File: config.mk
export PLATFORM = sky130hd
export DESIGN_NAME = div32_seq
export DESIGN_NICKNAME = d
export VERILOG_FILES = /design/src/rtl/div32_seq.sv
export SDC_FILE = /design/constraint.sdc
export NUM_CORES = 1
export LEC_CHECK = 0
export ABC_AREA = 0
export CAP_MARGIN = 20
export CELL_PAD_IN_SITES_DETAIL_PLACEMENT = 0
export CELL_PAD_IN_SITES_GLOBAL_PLACEMENT = 2
export CORE_ASPECT_RATIO = 0.9
export CORE_MARGIN = 4
export CORE_UTILIZATION = 31
export DETAILED_ROUTE_END_ITERATION = 7
export PLACE_DENSITY_LB_ADDON = 0.1
export SYNTH_ARGS = -nofsm -noshare
export SYNTH_HDL_FRONTEND = slang
export SYNTH_SLANG_ARGS = --single-unit
File: constraint.sdc
create_clock -name clk -period 3.56 [get_ports clk]
set_clock_uncertainty 0.05 [all_clocks]
set_input_delay 0.712 -clock clk [delete_from_list [all_inputs] [get_ports clk]]
set_output_delay 0.712 -clock clk [all_outputs]
set_load 0.01 [all_outputs]
File: src/rtl/div32_seq.sv
// Sequential restoring divider: one quotient bit per clock, signed or unsigned operands.
// A start in IDLE or DONE launches an operation; results are registered when it completes.
module div32_seq #(
    parameter int WIDTH = 32
) (
    input  logic             clk,
    input  logic             reset,
    input  logic             start,
    input  logic             is_signed,
    input  logic [WIDTH-1:0] dividend,
    input  logic [WIDTH-1:0] divisor,
    output logic             busy,
    output logic             done,
    output logic [WIDTH-1:0] quotient,
    output logic [WIDTH-1:0] remainder,
    output logic             div_by_zero
);

    typedef enum logic [1:0] {
        IDLE,
        RUN,
        FIX,
        DONE
    } state_t;

    state_t           state;
    state_t           state_nxt;
    logic [5:0]       cnt;
    logic [WIDTH:0]   part_rem;
    logic [WIDTH-1:0] quo_sh;
    logic [WIDTH-1:0] dvsr_mag;
    logic             neg_q;
    logic             neg_r;

    logic             accept;
    logic             by_zero;
    logic [WIDTH:0]   shifted;
    logic [WIDTH:0]   trial;
    logic             borrow;

    // Two's-complement negation; the most negative value wraps onto itself.
    function automatic logic [WIDTH-1:0] negate(input logic [WIDTH-1:0] v);
        return ~v + WIDTH'(1);
    endfunction

    function automatic logic [WIDTH-1:0] magnitude(input logic [WIDTH-1:0] v,
                                                   input logic sgn);
        return (sgn && v[WIDTH-1]) ? negate(v) : v;
    endfunction

    function automatic logic [WIDTH-1:0] apply_sign(input logic [WIDTH-1:0] v,
                                                    input logic neg);
        return neg ? negate(v) : v;
    endfunction

    assign accept  = start && (state == IDLE || state == DONE);
    assign by_zero = (divisor == '0);
    assign busy    = (state == RUN) || (state == FIX);
    assign done    = (state == DONE);

    // Restoring step: the subtract result's top bit is the borrow, because the
    // partial remainder is always below the divisor before the shift.
    assign shifted = (part_rem << 1) | {{WIDTH{1'b0}}, quo_sh[WIDTH-1]};
    assign trial   = shifted - {1'b0, dvsr_mag};
    assign borrow  = trial[WIDTH];

    always_ff @(posedge clk) begin
        if (reset) begin
            state <= IDLE;
        end else begin
            state <= state_nxt;
        end
    end

    always_comb begin
        state_nxt = state;
        case (state)
            IDLE: begin
                if (accept) begin
                    state_nxt = by_zero ? DONE : RUN;
                end
            end
            RUN: begin
                if (cnt == 6'(WIDTH - 1)) begin
                    state_nxt = FIX;
                end
            end
            FIX: begin
                state_nxt = DONE;
            end
            DONE: begin
                if (accept) begin
                    state_nxt = by_zero ? DONE : RUN;
                end else begin
                    state_nxt = IDLE;
                end
            end
            default: begin
                state_nxt = IDLE;
            end
        endcase
    end

    always_ff @(posedge clk) begin
        if (reset) begin
            cnt         <= '0;
            quotient    <= '0;
            remainder   <= '0;
            div_by_zero <= 1'b0;
        end else if (accept) begin
            cnt         <= '0;
            div_by_zero <= by_zero;
            if (by_zero) begin
                quotient  <= '1;
                remainder <= dividend;
            end
        end else begin
            case (state)
                RUN: begin
                    cnt <= cnt + 6'd1;
                end
                FIX: begin
                    quotient  <= apply_sign(quo_sh, neg_q);
                    remainder <= apply_sign(part_rem[WIDTH-1:0], neg_r);
                end
                default: begin
                end
            endcase
        end
    end

    // Datapath: operands captured as magnitudes; quo_sh shifts dividend bits out
    // at the top while quotient bits enter at the bottom.
    always_ff @(posedge clk) begin
        if (accept) begin
            part_rem <= '0;
            quo_sh   <= magnitude(dividend, is_signed);
            dvsr_mag <= magnitude(divisor, is_signed);
            neg_q    <= is_signed && (dividend[WIDTH-1] ^ divisor[WIDTH-1]);
            neg_r    <= is_signed && dividend[WIDTH-1];
        end else if (state == RUN) begin
            part_rem <= borrow ? shifted : trial;
            quo_sh   <= {quo_sh[WIDTH-2:0], ~borrow};
        end
    end

endmodule

==> results of run 1 <==
flip-flops by register name (all words and copies together) (netlist names), 2 cells and up:
signal,flops
remainder,32
quotient,32
dvsr_mag,32
quo_sh,32
cnt,6
part_rem,32
state,2
critical path, cell delays in order:
cell             delay [ns]
clkdlybuf4s50_1        0.41
or4_1                  0.54
or4_4                  0.52
or4_4                  0.46
nor3_4                 0.14
and3_4                 0.21
buf_6                  0.14
or2_4                  0.16
buf_6                  0.13
nor2_1                 0.05
a311oi_2               0.23
kinds of logic (layout without fill, tap and decap cells):
logic type / after synthesis / count (layout)
compound gates: 394 / 394
xor+xnor: 149 / 149
fa+ha+maj: 42 / 42
buf+inv: 142 / 343
flops: 171 / 171
mux: 9 / 9
simple gates: 441 / 441
layout make-up:
| cell class | instances | share of cell area, % |
|---|---|---|
| Timing Repair Buffer | 247 | 15.9 |
| Clock inverter | 14 | 1.08 |
| Sequential cell | 171 | 28.7 |
| Tap cell | 469 | 4.13 |
| Inverter | 65 | 1.72 |
| Clock buffer | 17 | 2.99 |
| Multi-Input combinational cell | 1035 | 45.4 |
power groups by stage:
| stage | combinational (mW) | clock [mW] | sequential (mW) |
|---|---|---|---|
| floorplan | 3.34 | 0 | 3.12 |
| global placement | 5.02 | 0 | 3.20 |
| detailed placement | 5.00 | 0 | 3.21 |
| CTS | 5.03 | 1.97 | 3.16 |
| global route | 5.67 | 2.04 | 3.23 |
| finish | 4.99 | 1.90 | 3.16 |
worst max path at each step:
stage / from / endpoint / slack (ns) / depth (start not counted)
6_report: divisor[4] / remainder[29] / 0.16 / 11
5_1_grt: divisor[0] / remainder[21] / 0.003 / 13
4_1_cts: divisor[4] / remainder[26] / -0.008 / 11
3_5_place_dp: divisor[4] / remainder[16] / -0.50 / 11
3_3_place_gp: divisor[0] / remainder[26] / -0.45 / 13
2_1_floorplan: divisor[4] / remainder[29] / 0.002 / 11
cells in the mapped netlist (23+ instances only):
cell,n,area share [%]
xnor2_1,81,6.4
clkbuf_1,65,2.2
edfxtp_1,66,18
a21oi_1,100,4.5
xor2_1,68,5.4
o211ai_1,23,1.6
dfxtp_1,105,19
a31oi_1,25,1.4
nor2_1,117,4.0
o31ai_1,23,1.6
ha_1,41,4.6
inv_1,65,2.2
a211oi_1,47,3.2
nor3_1,53,2.4
nand2_1,165,5.6
o21ai_0,110,5.0
what timing repair did:
item / in CTS / in global routing
resized for setup: 0 / 14
cloned: 0 / 0
pin swaps: 0 / 7
endpoints found under the setup margin: 4 / 49
through the flow:
| step | setup TNS, ns | hold WS (ns) | power [mW] |
|---|---|---|---|
| global route | 0 | 0.430 | 10.9 |
| detailed placement | -28.38 | 0.399 | 8.21 |
| finish | 0 | 0.410 | 10.1 |
| global placement | -24.82 | 0.398 | 8.22 |
| floorplan | 0 | 0.408 | 6.46 |
| CTS | -0.0279 | 0.410 | 10.2 |
layer usage:
layer  vias up  wire length [µm]  global-route usage (%)
li1       5217                 -                       -
met1      4562             16800                    25.2
met2       142             15200                    27.3
met3        28              1080                    3.05
met4         6               511                    4.14
met5         -                46                       0
==> impl_results.md, run 1 <==
* Hold Path Depth at 2
* Routed wire length at 33600 µm
* Initial antenna violation count at 3
* ANT nets after route at 0
* Vias in the first global route at 9696
* Synth Register Bits at 171
* Cts hold-fix bufs at 0
* Sw Ratio at 42.8%
* Tightest Pin Transition at 0.911 ns
* Maxcap violations at 0
* Share of layout cells above drive strength 1 at 10.8%
* Critical Path Source Type: primary input
* Main combinational cell family by area after synthesis: compound AO/OA/AOI/OAI gates
* # diodes at 0
* Syn_nets at 1458
* Critical path fanouts, max at 9
* Row count at 65
* Hold Path Class: reg2reg
* R2r endpoint: part_rem[0]
* R2R Setup Slk at 0.27 ns
* Most frequent cells in the layout: 165 x nand2_1, 133 x clkdlybuf4s50_1, 116 x nor2_1
* Fill count at 3639
* RSZ-0062 raised after global routing: no
* Mean area per synthesized cell at 8.19 µm²
* Sequential power share at 31.4%
* Initial DRC count at 525
* CTS clk-pin slew, worst paths at 0.07 ns
* Post-synthesis compound-gate area fraction at 22.0%
* Leak at 5.39 nW
* Setup violations, final at 0
* Largest net degree at the start of global routing at 134
* Post-synth EDFFs at 66
* H-tree Lvls at 4
* Peak Freq at 0.294 GHz
* DPL Wire Length at 26100 µm
* CTS tree: yes
* Reg2reg path depth at 10
* Mux contribution to synthesized area at 0.828%
* DR pass1 iterations at 5
* Hold_sp: remainder[3]
* Commonest non-fill, non-tap cell in the layout: nand2_1
* Worst EP arrival at 3.71 ns
* Post-DR vias/cell at 4.93
* FF+latch area at 4080 µm²
* Final Util at 40.4%
* Initial Util at 31.4%
* Max transition margin at 39.2%
* Cell Area, Placed at 13600 µm²
* Combinational share of power at 49.7%
* DR WL/cell at 16.7 µm
* Clock power share at 18.9%
* Sink Count at 171
* Post-Synth Simple-Gate Area at 18.4%
* Non-filler cells, final at 2018
* Total grt overflow at 0
* Final hold vios at 0
* Root buf cell: clkbuf_16
* Area growth from synthesis to layout at 28.7%
* Post-Synth Adder-Cell Area at 4.83%
* Power Density at 708 nW/µm²
* Worst flop-to-flop path startpoint: part_rem[20]
* Port Buf Inserts at 134
* Worst skew pair latency at 0.45 ns
* Placer Congestion at 0.841
* Max VDD drop at 0.319 mV
* Share of flip-flops with an asynchronous set or reset at 0%
* Layout Nets at 1647
* Setup WS pre-CTS at -0.499 ns
* # Post-CTS Setup Buffers at 0
* Multi-input gate area at 6450 µm²
* Via count at 9955
* Critical Path RT at 3.87 ns
* GRT Total Usage at 17.5%
* First-pass GRT wire length at 54000 µm
* Outcome: completed
* Die area at 38700 µm²
* Std-Cell Core Area at 35100 µm²
* Post-Synth XOR/XNOR Area at 11.8%
* Final Cell Area at 14200 µm²
* Max-slew violations at 0
* Final period util at 95.4%
* Drt drc at 0
* CTS Buffer Depth at 2
* Die X at 207 µm
* Seq/Total Area, Yosys at 37.0%
* Dpl cells at 1987
* Top FF cell, synth: dfxtp_1
* Distinct cells, synth at 67
* Pint at 5.76 mW
* I/O pin count at 135
* CP Class: in2reg
* Final setup margin at 0.164 ns
* Syn Inst Count at 1348
* Cell Area, Synth at 11000 µm²
* Switch Pwr at 4.30 mW
* CTS Buf Count at 17
* Synth warnings at 0
* Die Height at 187 µm
* Min Tclk post-route at 3.40 ns
* Endpoint class of the critical path: flip-flop
* Hold Path End: remainder[3]
(Power assumes the default switching activity.)
==> run 2: changes to the inputs <==
--- a/config.mk
+++ b/config.mk
@@ -11,7 +11,7 @@
 export CELL_PAD_IN_SITES_GLOBAL_PLACEMENT = 2
 export CORE_ASPECT_RATIO = 0.9
 export CORE_MARGIN = 4
-export CORE_UTILIZATION = 31
+export CORE_UTILIZATION = 34
 export DETAILED_ROUTE_END_ITERATION = 7
 export PLACE_DENSITY_LB_ADDON = 0.1
 export SYNTH_ARGS = -nofsm -noshare
==> constraint.sdc (replaced) <==
create_clock -name clk -period 3.7 [get_ports clk]
set_clock_uncertainty 0.05 [all_clocks]
set_input_delay 0.74 -clock clk [delete_from_list [all_inputs] [get_ports clk]]
set_output_delay 0.74 -clock clk [all_outputs]
set_load 0.01 [all_outputs]
==> impl_results.md, run 2 (synthesis gave the netlist of run 1 again) <==
* Outcome: completed
* Switch Pwr at 4.08 mW (-5.2%)
* Die X at 198 µm (-4.3%)
* Critical Path RT at 4.02 ns (+0.15 ns)
* CTS Buf Count at 17 (unchanged)
* Sequential power share at 32.3% (+0.9 points)
* DR pass1 iterations at 5 (unchanged)
* Maxcap violations at 0 (unchanged)
* Largest net degree at the start of global routing at 140 (+4.5%)
* CP Class: in2reg
* DPL Wire Length at 24600 µm (-5.7%)
* Worst skew pair latency at 0.45 ns (about the same)
* Root buf cell: clkbuf_16
* Min Tclk post-route at 3.52 ns
* Drt drc at 0 (unchanged)
* Leak at 5.29 nW (-2.0%)
* Most frequent cells in the layout: 165 x nand2_1, 133 x clkdlybuf4s50_1, 116 x nor2_1
* Tightest Pin Transition at 0.884 ns (-0.0275 ns)
* Worst EP arrival at 3.85 ns (+0.14 ns)
* Layout Nets at 1624 (-1.4%)
* Peak Freq at 0.284 GHz
* # diodes at 0 (unchanged)
* First-pass GRT wire length at 50800 µm (-6.0%)
* ANT nets after route at 0 (unchanged)
* Max-slew violations at 0 (unchanged)
* Routed wire length at 32000 µm (-5.0%)
* Std-Cell Core Area at 32000 µm² (-9.0%)
* CTS clk-pin slew, worst paths at 0.08 ns (about the same)
* Worst flop-to-flop path startpoint: part_rem[20]
* Power Density at 679 nW/µm² (-4.0%)
* Post-DR vias/cell at 5.07 (+2.7%)
* Total grt overflow at 0 (unchanged)
* Area growth from synthesis to layout at 26.8%
* Share of layout cells above drive strength 1 at 9.30% (-1.5 points)
* Hold_sp: remainder[3]
* Die area at 35400 µm² (-8.5%)
* Hold Path End: remainder[3]
* Hold Path Class: reg2reg
* Critical path fanouts, max at 11 (+2)
* Reg2reg path depth at 10 (unchanged)
* RSZ-0062 raised after global routing: no
* I/O pin count at 135 (unchanged)
* Final hold vios at 0 (unchanged)
* Final Power at 9.51 mW (-5.5%)
* Initial antenna violation count at 0 (-3)
* DR WL/cell at 16.4 µm (-1.3%)
* Row count at 62 (-4.6%)
* Dpl cells at 1909 (-3.9%)
* Initial Util at 34.5% (+3.1 points)
* CTS tree: yes
* Via count at 9843 (-1.1%)
* Non-filler cells, final at 1943 (-3.7%)
* Die Height at 179 µm (-4.3%)
* Initial DRC count at 601 (+14%)
* GRT Total Usage at 17.9% (+0.46 points)
* Vias in the first global route at 9461 (-2.4%)
* Combinational share of power at 48.7% (-1.0 points)
* Setup violations, final at 0 (unchanged)
* Placer Congestion at 0.860 (+2.3%)
* Clock power share at 19.0% (about the same)
* H-tree Lvls at 4 (unchanged)
* Total negative slack at 0 ns (unchanged)
* CTS Buffer Depth at 2 (unchanged)
* R2r endpoint: part_rem[0]
* Max transition margin at 41.1% (+1.8 points)
* Commonest non-fill, non-tap cell in the layout: nand2_1
* Pint at 5.43 mW (-5.7%)
* Cell Area, Placed at 13300 µm² (-1.6%)
* Hold Path Depth at 2 (unchanged)
* Final Cell Area at 14000 µm² (-1.5%)
* Sink Count at 171 (unchanged)
* Endpoint class of the critical path: flip-flop
* Critical Path Source Type: primary input
* Max VDD drop at 0.333 mV (+4.4%)
* Sw Ratio at 42.9% (+0.12 points)
* R2R Setup Slk at 0.37 ns (+0.10 ns)
* Port Buf Inserts at 134 (unchanged)
* Final period util at 95.2%
## run 2: cell types whose count changed in the layout (fill, tap and decap cells not counted), moves of 2 or more
cell / previous run / this run
a211oi_1: 44 / 46
a211oi_2: 3 / 1
buf_12: 5 / 7
buf_4: 105 / 80
clkinv_4: 3 / 1
clkinv_8: 0 / 3
## run 2: worst max-delay path: stages
cell	delay, ns
clkdlybuf4s50_1	0.44
inv_1	0.09
ha_1	0.16
or3b_4	0.39
or4_4	0.44
or4_4	0.52
nor3_4	0.15
and3_4	0.28
or2_4	0.20
buf_6	0.16
o211ai_1	0.10
a21oi_1	0.17
## run 2: how the worst max path moves through the flow
stage	start	end	slack, ns	cells past startpoint
3_5_place_dp	divisor[1]	remainder[26]	-0.57	12
4_1_cts	divisor[1]	remainder[25]	0.02	12
3_3_place_gp	divisor[1]	remainder[26]	-0.53	12
6_report	divisor[1]	remainder[1]	0.18	12
2_1_floorplan	divisor[1]	remainder[18]	0.04	13
5_1_grt	divisor[1]	remainder[12]	0.07	12
## run 2: what timing repair did
| action | CTS | global route |
|---|---|---|
| setup endpoints to repair | 60 | 42 |
| hold buffers | 0 | 0 |
| pin swaps | 0 | 6 |
| gates resized for setup | 4 | 4 |
| setup buffers | 0 | 1 |
| gates cloned | 0 | 1 |
## run 2: metal layers
layer  vias up  track usage (%)  share of wire [%]
met3        25             2.52                3.1
met2       164             29.1                 46
met1      4476             25.2                 50
met5         -                0                  0
met4         0             4.50                1.3
li1       5178                -                  -
## run 2: power by group through the flow
stage	sequential, mW	clock [mW]	combinational [mW]
2_1_floorplan	3.00	0	3.22
3_3_place_gp	3.10	0	4.64
3_5_place_dp	3.11	0	4.64
4_1_cts	3.07	1.86	4.66
5_1_grt	3.15	1.93	5.20
6_report	3.07	1.81	4.63
## run 2: metrics by stage
stage | hold slack [ns] | worst slack [ns] | utilization, %
3_5_place_dp | 0.399 | -0.567 | 41.8
5_1_grt | 0.440 | 0.0723 | 43.8
4_1_cts | 0.409 | 0.0151 | 43.6
2_1_floorplan | 0.408 | 0.0419 | -
3_3_place_gp | 0.390 | -0.528 | 41.8
6_report | 0.410 | 0.177 | 43.8
## run 2: area by class of cell
type,instances,area (µm²)
Clock buffer,18,439
Clock inverter,14,151
Fill cell,3264,18000
Inverter,65,244
Multi-Input combinational cell,1035,6430
Sequential cell,171,4080
Tap cell,416,520
Timing Repair Buffer,224,2120
